$ cat src/rtl/pc_sequencer.sv
// rtl/pc_sequencer.sv - program counter register and instruction fetch sequencer
module pc_sequencer #(
  parameter int unsigned      AW         = 32,
  parameter logic [AW-1:0]    RESET_PC   = '0,
  parameter logic [AW-1:0]    EXC_VECTOR = 32'h00000020
) (
  input  logic          clk,
  input  logic          reset,
  input  logic          stall,
  input  logic          imem_ready,
  input  logic          jump,
  input  logic [AW-1:0] jump_target,
  input  logic          branch_taken,
  input  logic [AW-1:0] branch_target,
  input  logic          exception,
  input  logic [AW-1:0] exc_pc,
  input  logic          halt,
  input  logic          resume,
  output logic [AW-1:0] pc,
  output logic [AW-1:0] pc_plus1,
  output logic          fetch_valid,
  output logic [AW-1:0] epc,
  output logic          flush_if,
  output logic          flush_id,
  output logic          flush_ex,
  output logic          halted
);

  typedef enum logic [1:0] {
    S_BOOT   = 2'd0,
    S_RUN    = 2'd1,
    S_HALTED = 2'd2
  } state_t;

  state_t        state;
  state_t        state_nxt;
  logic [AW-1:0] pc_nxt;
  logic [AW-1:0] epc_nxt;
  logic          redirect;

  // Sequential successor wraps naturally at AW bits.
  assign pc_plus1 = pc + AW'(1);

  // Any of the three control-flow redirects seen while running.
  assign redirect = exception | branch_taken | jump;

  // State register; reset always lands in BOOT.
  always_ff @(posedge clk) begin
    if (reset) begin
      state <= S_BOOT;
    end else begin
      state <= state_nxt;
    end
  end

  // Next-state: BOOT is a single cycle, a redirect cancels a same-cycle halt.
  always_comb begin
    state_nxt = state;
    case (state)
      S_BOOT:   state_nxt = S_RUN;
      S_RUN: begin
        if (!redirect && halt) begin
          state_nxt = S_HALTED;
        end
      end
      S_HALTED: begin
        if (exception || resume) begin
          state_nxt = S_RUN;
        end
      end
      default:  state_nxt = S_BOOT;
    endcase
  end

  // Outputs and next-PC selection; everything quiet while reset is high.
  always_comb begin
    fetch_valid = 1'b0;
    halted      = 1'b0;
    flush_if    = 1'b0;
    flush_id    = 1'b0;
    flush_ex    = 1'b0;
    pc_nxt      = pc;
    epc_nxt     = epc;
    if (!reset) begin
      case (state)
        S_RUN: begin
          fetch_valid = 1'b1;
          flush_if    = exception | branch_taken | jump;
          flush_id    = exception | branch_taken;
          flush_ex    = exception;
          if (exception) begin
            pc_nxt  = EXC_VECTOR;
            epc_nxt = exc_pc;
          end else if (branch_taken) begin
            pc_nxt = branch_target;
          end else if (jump) begin
            pc_nxt = jump_target;
          end else if (stall || !imem_ready || halt) begin
            pc_nxt = pc;
          end else begin
            pc_nxt = pc_plus1;
          end
        end
        S_HALTED: begin
          halted   = 1'b1;
          flush_if = exception;
          flush_id = exception;
          flush_ex = exception;
          if (exception) begin
            pc_nxt  = EXC_VECTOR;
            epc_nxt = exc_pc;
          end
        end
        default: begin
          pc_nxt = pc;
        end
      endcase
    end
  end

  // PC and EPC registers.
  always_ff @(posedge clk) begin
    if (reset) begin
      pc  <= RESET_PC;
      epc <= '0;
    end else begin
      pc  <= pc_nxt;
      epc <= epc_nxt;
    end
  end

endmodule

$ cat config.mk
export PLATFORM = sky130hd
export DESIGN_NAME = pc_sequencer
export DESIGN_NICKNAME = d
export VERILOG_FILES = /design/src/rtl/pc_sequencer.sv
export SDC_FILE = /design/constraint.sdc
export NUM_CORES = 1
export LEC_CHECK = 0
export ABC_CLOCK_PERIOD_IN_PS = 5100
export BUFFER_PORTS_ARGS = -buffer_cell sky130_fd_sc_hd__buf_4
export CORE_MARGIN = 5
export CORE_UTILIZATION = 47
export CTS_BUF_LIST = sky130_fd_sc_hd__clkbuf_16
export CTS_CLUSTER_DIAMETER = 30
export DETAILED_ROUTE_END_ITERATION = 8
export MAX_ROUTING_LAYER = met4
export PLACE_DENSITY_LB_ADDON = 0.3
export SETUP_SLACK_MARGIN = 0.1
export SLEW_MARGIN = 15
export SYNTH_ARGS = -nofsm -noshare
export SYNTH_HDL_FRONTEND = slang
export SYNTH_SLANG_ARGS = --single-unit
$ cat constraint.sdc
create_clock -name clk -period 5.1 [get_ports clk]
set_input_delay 0.51 -clock clk [delete_from_list [all_inputs] [get_ports clk]]
set_output_delay 0.51 -clock clk [all_outputs]
set_load 0.03 [all_outputs]
Word level (Yosys, flattened, before mapping)
Cells that the tools add are included.
{"block": "classes", "mul": 0, "n_bitwise": 2, "div": 0, "reduce_logical": 12, "magnitude_cmp": 0, "shift": 0, "n_addsub": 1, "n_eq_ne": 6, "muxes": 19}
{"op": "$mux W32", "n": 5}
{"op": "$pmux W32 S2", "n": 1}
{"op": "$add A32 B1 Y32 const B", "n": 1}
{"op": "$mux W1", "n": 8}
{"op": "$ne A2 B2 Y1 const B", "n": 3}
{"op": "$pmux W2 S3", "n": 1}
{"op": "$ne A5 B5 Y1 const B", "n": 1}
{"op": "$mux W2", "n": 2}
{"op": "$pmux W1 S2", "n": 2}
{"op": "$reduce_and A2 Y1", "n": 2}
{"op": "$logic_or A1 B1 Y1", "n": 3}
{"op": "$reduce_and A3 Y1", "n": 1}
{"op": "$eq A2 B1 Y1 const B", "n": 1}
{"op": "$eq A2 B2 Y1 const B", "n": 1}
{"op": "$logic_not A1 Y1", "n": 2}
{"op": "$logic_not A2 Y1", "n": 1}
{"op": "$or A1 B1 Y1", "n": 2}
{"op": "$reduce_bool A2 Y1", "n": 1}
{"op": "$reduce_or A2 Y1", "n": 1}
{"op": "$logic_and A1 B1 Y1", "n": 1}
{"block": "totals", "memories": 0, "latch_bits": 0, "mem_bits_rw": 0, "input_bits": 105, "mem_bits_ro": 0, "reg_bits": 66, "out_inout_bits": 101}

Logic depth before layout (Yosys ltp)
Gate-level depths: netlist of run 1.
{"block": "logic_depth", "word_depth": 8, "depth_mapped": 10}

Worst setup path before layout of run 1
No wires, ideal clock.
{"block": "synth_timing", "path_type": "register to output", "from": "register pc[0]", "to": "output port pc_plus1[30]", "path_stages_with_launch": 6, "required_ps": 4590, "setup_slack_ps": 2318, "path_buffers": 0, "arrival_ps": 2272, "cell_sequence": "dfxtp_1 -> ha_1 -> nand3_1 -> nor4_1 -> nand4b_1 -> xnor2_1"}
{"block": "synth_between", "elab_chain_cells": 1}
{"item": "start, declared", "line": "19", "text": "output logic [AW-1:0] pc,"}
{"item": "start signal, assigned", "line": "127", "text": "pc <= pc_nxt;"}
{"item": "$add A32 B1 Y32", "line": "42", "text": "assign pc_plus1 = pc + AW'(1);"}
{"item": "end, declared", "line": "20", "text": "output logic [AW-1:0] pc_plus1,"}
No other way between the ends.

Final worst setup path of run 1
Ends and elaborated chain as after synthesis.

==> run_results.csv, run 1 <==
group,metric,value,unit
timing,setup_viol,0,
die,start_util,0.4810,
drt,viasPerCell,5.851,
critical_path,r2r_start,"pc[0]",
layout,area_growth,49.22,%
timing,finClkSkew,0.008592,ns
worst_hold_path,hold_path.class,"in -> reg",
synth,synth_warnings,0,
synth,synthAdderAreaFrac,0.01273,
synth,async_flop_share,0,
layout,seq_area,0.001321,mm2
die,die_area,0.01030,mm2
layout,drive_above_1_share,0.3291,
global_routing,grt_usage,0.2780,
clock_network,clock_path_buffers,2,
synth,synth_xor_area_frac,0.06459,
synth,synth-compound-area-share,0.2393,
clock_network,cts_resized,0,
global_routing,antenna_found_initial,0,
pwr,p_per_area,296.8,mW/mm2
critical_path,r2r_cells,6,
die,die_w,101.5,um
timing,worst_pin_slew,1.100,ns
placed_design,portBuffers,205,
critical_path,startpoint,"pc[0]",
timing,tns,0,ns
critical_path,cp_slowest_cell,"nor4_1",
clock_network,tritoncts,"done",
clock_network,cts_num_sinks,66,
run,max_cap_viol_count,0,
global_routing,grt_max_degree,54,
timing,fin_worst_hold_slack,0.4226,ns
drt,wl_per_cell,18.18,um
die,pin_count,206,
synth,synth-seq-area-share,0.3360,
synth,synth_top_flop_cell,"dfxtp_1",
clock_network,cts_hold_buf,0,
critical_path,critPathArrivalTime,2.66,ns
timing,final-hold-violation-count,0,
synth,synth_edf_count,0,
die,die_h,101.5,um
layout,n_fill_cell,671,
timing,slew_violations,0,
global_routing,grt-ovfl-total,0,
clock_network,h-tree-depth,3,
global_routing,grt_pass1_wl,22100,um
drt,ant_nets,0,
synth,synth_fp_nets,623,
synth,synth_top_family_by_area,"simple AND/OR/NAND/NOR gates",
drt,dr_total_vias,4739,
synth,synthCells,514,
critical_path,end_kind,"output pin",
placed_design,dp_hpwl,10910,um
timing,max_slew_margin,0.2667,
clock_network,clk_pin_slew,0.06,ns
pwr,p_leak,2.587,nW
drt,routed_wl,14730,um
critical_path,crit_fanout,8,
synth,synth-simple-area-share,0.2784,
clock_network,clock_latency,0.33,ns
critical_path,cp_data_required_time,4.59,ns
pwr,peakVddDrop,249.5,uV
synth,synth_cell_type_count,61,
timing,clock.fmax,0.3154,GHz
die,rows,33,
synth,synthMuxAreaShare,0.02577,
drt,drc,0,
synth,syn_area_per_cell,7.651,um2
clock_network,postCtsSetupBuffers,0,
timing,grt_setup_unrepaired,"no",
critical_path,start_kind,"register",
critical_path,crit_path_end,"pc_plus1[30]",
synth,synth_area,0.003933,mm2
critical_path,slowest_delay,0.74,ns
run_status,status,"finished clean",
layout,antenna_cells,0,
clock_network,numCtsBuffers,9,
critical_path,critPathKind,"reg -> out",
critical_path,worstPathCellList,"ha_1, nand3_1, nor4_1, nand4b_1, xnor2_1, buf_4",
critical_path,r2r-end,"pc[30]",
drt,first_iter_violations,349,
synth,yosysTopAreaCellShare,0.3360,
drt,first_pass_iters,5,
synth,synth_top_area_cell,"dfxtp_1",
synth,synth-seq-cells,66,
layout,layout.nets,809,
die,core-area,0.008175,mm2
layout,multiInputGateArea,0.002447,mm2
critical_path,reg2reg_slack,2.58,ns
synth,synthTopCellsByArea,"dfxtp_1, nand2_1, a21oi_1",
timing,fin_crit,3.171,ns
clock_network,root_buffer,"clkbuf_16",
placed_design,gp_congestion,0.9828,
global_routing,grt_pass1_vias,4367,
timing,finalCritPeriodShare,0.6217,
cells by family (layout without fill, tap and decap cells):
kind of cell | after synthesis | count (layout)
mux | 10 | 10
flops | 66 | 66
xor+xnor | 29 | 29
simple gates | 213 | 213
buf+inv | 44 | 235
compound gates | 148 | 148
fa+ha+maj | 4 | 4
power by group:
group,switching (W),leakage (nW),total [W],internal [W]
sequential,0.0000329,0.536,0.000579,0.000546
clock,0.000241,0.177,0.000768,0.000527
combinational,0.000232,1.87,0.000394,0.000163
total,0.000506,2.59,0.00174,0.00124
area by class of cell:
| cell class | count | share of cell area |
|---|---|---|
| Clock inverter | 7 | 0.02388 |
| Tap cell | 105 | 0.02239 |
| Sequential cell | 66 | 0.2252 |
| Inverter | 11 | 0.007036 |
| Timing Repair Buffer | 208 | 0.2661 |
| Multi-Input combinational cell | 404 | 0.4171 |
| Clock buffer | 9 | 0.03838 |
per-layer routing:
| layer | vias up | GRT usage | share of wire |
|---|---|---|---|
| met5 | - | - | 0 |
| met4 | 0 | 0.09918 | 0.019 |
| met3 | 31 | 0.04752 | 0.10 |
| met2 | 270 | 0.4427 | 0.48 |
| met1 | 2213 | 0.3552 | 0.40 |
| li1 | 2225 | - | - |
metrics by stage:
| step | utilization | total power [W] | area [um2] | instances | setup WS, ns |
|---|---|---|---|---|---|
| 3_3_place_gp | 0.6723 | 0.0009713 | 5497 | 794 | 2.362 |
| 6_report | 0.7178 | 0.001742 | 5868 | 810 | 1.929 |
| 4_1_cts | 0.7170 | 0.001736 | 5862 | 810 | 1.807 |
| 3_5_place_dp | 0.6723 | 0.0009796 | 5497 | 794 | 2.268 |
| 5_1_grt | 0.7178 | 0.001789 | 5868 | 810 | 1.664 |
| 2_1_floorplan | - | 0.0008068 | 3933 | 514 | 2.318 |
cell usage in the layout (no fill, tap or decap), types with 8 or more instances in the layout:
cell type / synthesis / final
nand2b_1: 8 / 8
dfxtp_1: 66 / 66
inv_1: 11 / 12
a21oi_1: 50 / 50
nand2_1: 92 / 92
o21ai_0: 28 / 28
buf_4: 0 / 208
nor2_1: 29 / 29
clkbuf_16: 0 / 9
a22oi_1: 14 / 14
mux2i_1: 9 / 9
xnor2_1: 22 / 22
nand4_1: 12 / 12
nand3_1: 18 / 18
and3_1: 10 / 10
worst max-delay path: cells and delay by family, from the launching register on:
family                   cells  cell delay [ns]
buffers and inverters        1             0.18
XOR/XNOR                     1             0.21
flip-flops                   1             0.45
AND/OR/NAND/NOR              3             1.26
adder cells (fa/ha/maj)      1             0.24
worst min-delay path by stage:
| stage | start | to | slack [ns] | cells past startpoint |
|---|---|---|---|---|
| floorplan | state[0] | state[0] | 0.49 | 2 |
| global placement | epc[2] | epc[2] | 0.44 | 2 |
| detailed placement | epc[27] | epc[27] | 0.45 | 2 |
| CTS | exc_pc[19] | epc[19] | 0.42 | 3 |
| global route | exc_pc[4] | epc[4] | 0.43 | 3 |
| finish | exc_pc[22] | epc[22] | 0.42 | 3 |
Yosys cell counts, drive strengths merged, types with 3 or more instances:
| cell type | n |
|---|---|
| a211oi | 6 |
| a21o | 4 |
| a21oi | 50 |
| a22o | 3 |
| a22oi | 14 |
| a31oi | 4 |
| and2 | 5 |
| and3 | 10 |
| and4 | 4 |
| buf | 5 |
| clkbuf | 28 |
| dfxtp | 66 |
| ha | 4 |
| inv | 11 |
| mux2i | 9 |
| nand2 | 92 |
| nand2b | 8 |
| nand3 | 19 |
| nand4 | 13 |
| nor2 | 29 |
| nor2b | 6 |
| nor3 | 7 |
| nor3b | 4 |
| nor4 | 8 |
| o211ai | 4 |
| o21ai | 29 |
| o22ai | 7 |
| o31a | 4 |
| xnor2 | 22 |
| xor2 | 7 |
flip-flops by register name, summed over array words and instances, names as in the netlist:
| name | flops |
|---|---|
| epc | 32 |
| pc | 32 |
| state | 2 |
Note: power is estimated with default switching activity, not from simulation.
==> inputs of run 2 (changes only) <==
- ABC_CLOCK_PERIOD_IN_PS: 5100 -> 3000
- CORE_UTILIZATION: 47 -> 46
- clock period: 5.1 -> 3 ns (I/O delays scaled with it)
==> run_results.csv, run 2 (synthesis gave the netlist of run 1 again) <==
group,metric,value,unit
run_status,status,"finished clean",
clock_network,clock_latency,0.33,ns
drt,wl_per_cell,17.86,um
pwr,clkPwrFrac,0.391,
timing,worst_pin_slew,1.096,ns
critical_path,end_kind,"output pin",
die,die_w,102.5,um
global_routing,grt_pass1_wl,22360,um
die,die_h,102.5,um
clock_network,cts_num_sinks,66,
timing,clock.fmax,0.3723,GHz
critical_path,cp_num_buf_inv,1,
placed_design,gp_congestion,0.9068,
layout,final_cells,818,
critical_path,r2r_cells,7,
critical_path,critPathKind,"reg -> out",
timing,slew_violations,0,
die,core-area,0.008258,mm2
clock_network,cts_hold_buf,0,
global_routing,grt_usage,0.2760,
placed_design,dp_hpwl,10920,um
die,start_util,0.4762,
critical_path,critPathArrivalTime,2.39,ns
global_routing,grt_max_degree,53,
critical_path,reg2reg_slack,0.56,ns
pwr,p_leak,2.585,nW
layout,drive_above_1_share,0.3380,
layout,reg_top3,"epc: 32 flops, pc: 32 flops, state: 2 flops",
placed_design,dp.cells,802,
pwr,p_per_area,464.4,mW/mm2
layout,final_common_cell,"buf_4",
critical_path,cp_top_family,"simple AND/OR/NAND/NOR gates",
pwr,p_sw_frac,0.3176,
worst_hold_path,holdPathEnd,"epc[6]",
global_routing,grt_pass1_vias,4393,
worst_hold_path,worstHoldStart,"exc_pc[6]",
drt,first_pass_iters,5,
critical_path,start_kind,"register",
pwr,peakVddDrop,364.7,uV
die,pin_count,206,
drt,ant_nets,0,
critical_path,r2r-end,"pc[27]",
critical_path,cp.depth,6,
timing,setup_viol,0,
drt,drc,0,
pwr,p_switching,0.0008647,W
worst_hold_path,hold_path.class,"in -> reg",
pwr,combPwrFrac,0.248,
critical_path,cp_slowest_cell,"nor4_4",
timing,final-hold-violation-count,0,
run,max_cap_viol_count,0,
drt,dr_total_vias,4715,
placed_design,portBuffers,205,
layout,antenna_cells,0,
clock_network,h-tree-depth,3,
die,die_area,0.01050,mm2
critical_path,crit_fanout,9,
timing,tns,0,ns
clock_network,clk_pin_slew,0.06,ns
drt,routed_wl,14610,um
clock_network,root_buffer,"clkbuf_16",
timing,finClkSkew,0.009488,ns
drt,first_iter_violations,337,
critical_path,cp_data_required_time,2.70,ns
worst_hold_path,holdPathStages,3,
critical_path,slowest_delay,0.56,ns
timing,finalCritPeriodShare,0.8952,
timing,fin_crit,2.686,ns
timing,max_slew_margin,0.2693,
pwr,p_int,0.001858,W
layout,n_fill_cell,677,
clock_network,clock_path_buffers,2,
pwr,p_seq_frac,0.361,
layout,seq_area,0.001321,mm2
layout,layout_common_cells,"buf_4, nand2_1, dfxtp_1, a21oi_1",
global_routing,antenna_found_initial,0,
layout,multiInputGateArea,0.002444,mm2
critical_path,r2r_start,"state[0]",
clock_network,numCtsBuffers,9,
timing,grt_setup_unrepaired,"no",
clock_network,tritoncts,"done",
layout,area_growth,49.06,%
global_routing,grt-ovfl-total,0,
drt,viasPerCell,5.764,
critical_path,worstPathCellList,"nand4_4, nor4_4, nand3_4, nor2_1, xor2_1, buf_4",
layout,layout.nets,817,
die,rows,33,
==> run 2: how the worst max path moves through the flow <==
stage	startpoint	endpoint	slack (ns)
global route	pc[7]	pc_plus1[31]	0.13
CTS	pc[0]	pc_plus1[28]	0.25
floorplan	pc[0]	pc_plus1[30]	0.43
global placement	state[0]	pc[27]	0.70
detailed placement	state[0]	pc[27]	0.60
finish	pc[7]	pc_plus1[31]	0.31
==> run 2: final cells by class <==
cell class                 count  share of cell area
timing repair buffer         216              0.2766
inverter                      11            0.007044
clock inverter                 7             0.01323
clock buffer                   9             0.03842
sequential                    66              0.2254
tap                          105             0.02241
multi-input combinational    404              0.4169
==> run 2: tightest hold or removal path, cell delays in order <==
cell	delay [ns]
buf_4	0.10
nand2_1	0.04
a21oi_1	0.05
==> run 2: metal layers <==
layer	vias to the layer above	wire (um)	track usage
met5	-	0	-
met4	0	237	0.06256
met3	25	1673	0.07031
met2	285	7064	0.4330
met1	2151	5636	0.3581
li1	2254	-	-
==> run 2: through the flow <==
step                      worst slack [ns]  total power, W  cell area [um2]  utilization  hold WS, ns
after detailed placement            0.6003        0.001671             5557       0.6729       0.4468
after CTS                           0.2465        0.002738             5859       0.7095       0.2049
after global placement              0.7028        0.001658             5557       0.6729       0.4416
after global routing                0.1350        0.002828             5862       0.7098       0.2104
after floorplan                     0.4284        0.001372             3933            -       0.4360
final                               0.3143        0.002722             5862       0.7098       0.2149
==> run 2: timing repair <==
| item | 4_1_cts | 5_1_grt |
|---|---|---|
| gates resized for setup | 0 | 1 |
| endpoints found under the setup margin | 0 | 2 |
| buffers inserted | 0 | 0 |
==> run 2: power by group through the flow <==
stage	logic [W]	clock network [W]	registers, W
floorplan	0.000286	0	0.00109
global placement	0.000663	0	0.000995
detailed placement	0.000672	0	0.00100
CTS	0.000675	0.00108	0.000981
global route	0.000722	0.00112	0.000990
finish	0.000676	0.00106	0.000982
==> inputs of run 3 (changes only) <==
- PLACE_DENSITY_LB_ADDON: 0.3 -> 0.08
==> run_results.csv, run 3 (synthesis gave the netlist of run 1 again) <==
group,metric,value,unit
layout,reg_top3,"epc: 32 flops, pc: 32 flops, state: 2 flops",
global_routing,grt_pass1_wl,22220,um
clock_network,tritoncts,"done",
drt,first_pass_iters,5,
clock_network,clock_latency,0.33,ns
clock_network,cts_hold_buf,0,
clock_network,h-tree-depth,3,
global_routing,grt_usage,0.2758,
critical_path,r2r_cells,7,
drt,dr_total_vias,4699,
critical_path,cp_top_family,"simple AND/OR/NAND/NOR gates",
worst_hold_path,hold_path.class,"in -> reg",
drt,first_iter_violations,297,
critical_path,cp.depth,7,
clock_network,cts_num_sinks,66,
critical_path,startpoint,"pc[0]",
clock_network,clock_path_buffers,2,
timing,clock.fmax,0.3805,GHz
critical_path,crit_fanout,8,
layout,final_common_cell,"buf_4",
worst_hold_path,holdPathStages,3,
timing,finClkSkew,0.005306,ns
critical_path,cp_data_required_time,2.70,ns
layout,n_fill_cell,719,
clock_network,root_buffer,"clkbuf_16",
layout,area_growth,49.63,%
timing,worst_pin_slew,0.9774,ns
clock_network,numCtsBuffers,9,
critical_path,cpMostUsedCell,"buf_4",
pwr,p_per_area,473.8,mW/mm2
critical_path,cp_num_buf_inv,2,
timing,fin_crit,2.628,ns
timing,finalCritPeriodShare,0.8761,
critical_path,end_kind,"output pin",
layout,antenna_cells,0,
timing,tns,0,ns
clock_network,clk_pin_slew,0.06,ns
die,core-area,0.008258,mm2
layout,layout.nets,818,
global_routing,grt_pass1_vias,4433,
timing,slew_violations,0,
critical_path,slowest_delay,0.46,ns
pwr,peakVddDrop,350.9,uV
layout,drive_above_1_share,0.3375,
run,max_cap_viol_count,0,
global_routing,grt_max_degree,53,
drt,viasPerCell,5.737,
die,rows,33,
critical_path,worstPathCellList,"ha_1, nand3_1, nor4_1, buf_4, nand4b_1, xnor2_1, buf_4",
critical_path,critPathKind,"reg -> out",
die,die_h,102.5,um
drt,ant_nets,0,
die,die_area,0.01050,mm2
timing,max_slew_margin,0.3455,
die,start_util,0.4762,
timing,final-hold-violation-count,0,
placed_design,portBuffers,205,
layout,layout_common_cells,"buf_4, nand2_1, dfxtp_1, a21oi_1",
die,pin_count,206,
critical_path,r2r_start,"state[0]",
critical_path,start_kind,"register",
timing,grt_setup_unrepaired,"no",
placed_design,gp_congestion,0.8864,
drt,drc,0,
pwr,power,0.002788,W
timing,setup_viol,0,
die,die_w,102.5,um
placed_design,dp_hpwl,10760,um
worst_hold_path,worstHoldStart,"exc_pc[29]",
global_routing,antenna_found_initial,0,
critical_path,critPathArrivalTime,2.33,ns
drt,routed_wl,14490,um
run_status,status,"finished clean",
global_routing,grt-ovfl-total,0,
pwr,p_leak,2.606,nW
drt,wl_per_cell,17.69,um
critical_path,cp_slowest_cell,"dfxtp_1",
## run 3: cell count changes in the layout (fill, tap and decap cells not counted)
cell        delta
bufinv_16      +1
clkinv_2       +1
clkinv_1       +1
clkinvlp_4     -2
clkinv_4       -1
buf_4          +1
## run 3: layout make-up
type | count | area, um2 | area share
Tap cell | 105 | 131.4 | 0.02233
Clock inverter | 7 | 92.59 | 0.01573
Clock buffer | 9 | 225.2 | 0.03827
Sequential cell | 66 | 1321 | 0.2245
Inverter | 11 | 41.29 | 0.007017
Timing Repair Buffer | 217 | 1629 | 0.2768
Multi-Input combinational cell | 404 | 2444 | 0.4153
## run 3: through the flow
step,hold slack (ns),area (um2),setup slack (ns),cells,util
after floorplan,0.4360,3933,0.4284,514,-
after global placement,0.4417,5557,0.6810,802,0.6729
after detailed placement,0.4480,5557,0.5617,802,0.6729
after CTS,0.2065,5874,0.2102,818,0.7114
after global routing,0.2188,5884,0.2222,819,0.7126
final,0.2141,5884,0.3717,819,0.7126
## run 3: worst paths after layout
kind	endpoint	slack, ns
worst max-delay path	pc_plus1[30]	0.37
worst min-delay path	epc[29]	0.21
worst max register to register	pc[27]	0.44
worst min register to register	epc[23]	0.46
## run 3: timing repair
item                       CTS  global route
setup endpoints to repair    0             6
buffers inserted             0             1
gates resized for setup      0             1
## run 3: report_power, final
group          internal [W]  switching, W  leakage (nW)  total, W
Clock              0.000726      0.000405         0.149   0.00113
Combinational      0.000282      0.000390          1.92  0.000673
Sequential         0.000928     0.0000560         0.536  0.000985
## run 3: worst register-to-register path: stages (launching register included)
cell     delay, ns
dfxtp_1       0.37
inv_1         0.09
ha_1          0.31
nor4b_4       0.52
o31a_1        0.46
o21ai_0       0.16
or4b_1        0.50
nand3_1       0.10
## run 3: layer usage
metal | wire [um] | part of all wire | vias to the layer above | GRT usage
li1 | - | - | 2253 | -
met1 | 5833 | 0.40 | 2173 | 0.3581
met2 | 6968 | 0.48 | 258 | 0.4394
met3 | 1539 | 0.11 | 15 | 0.05666
met4 | 142 | 0.0098 | 0 | 0.06963
met5 | 0 | 0 | - | -
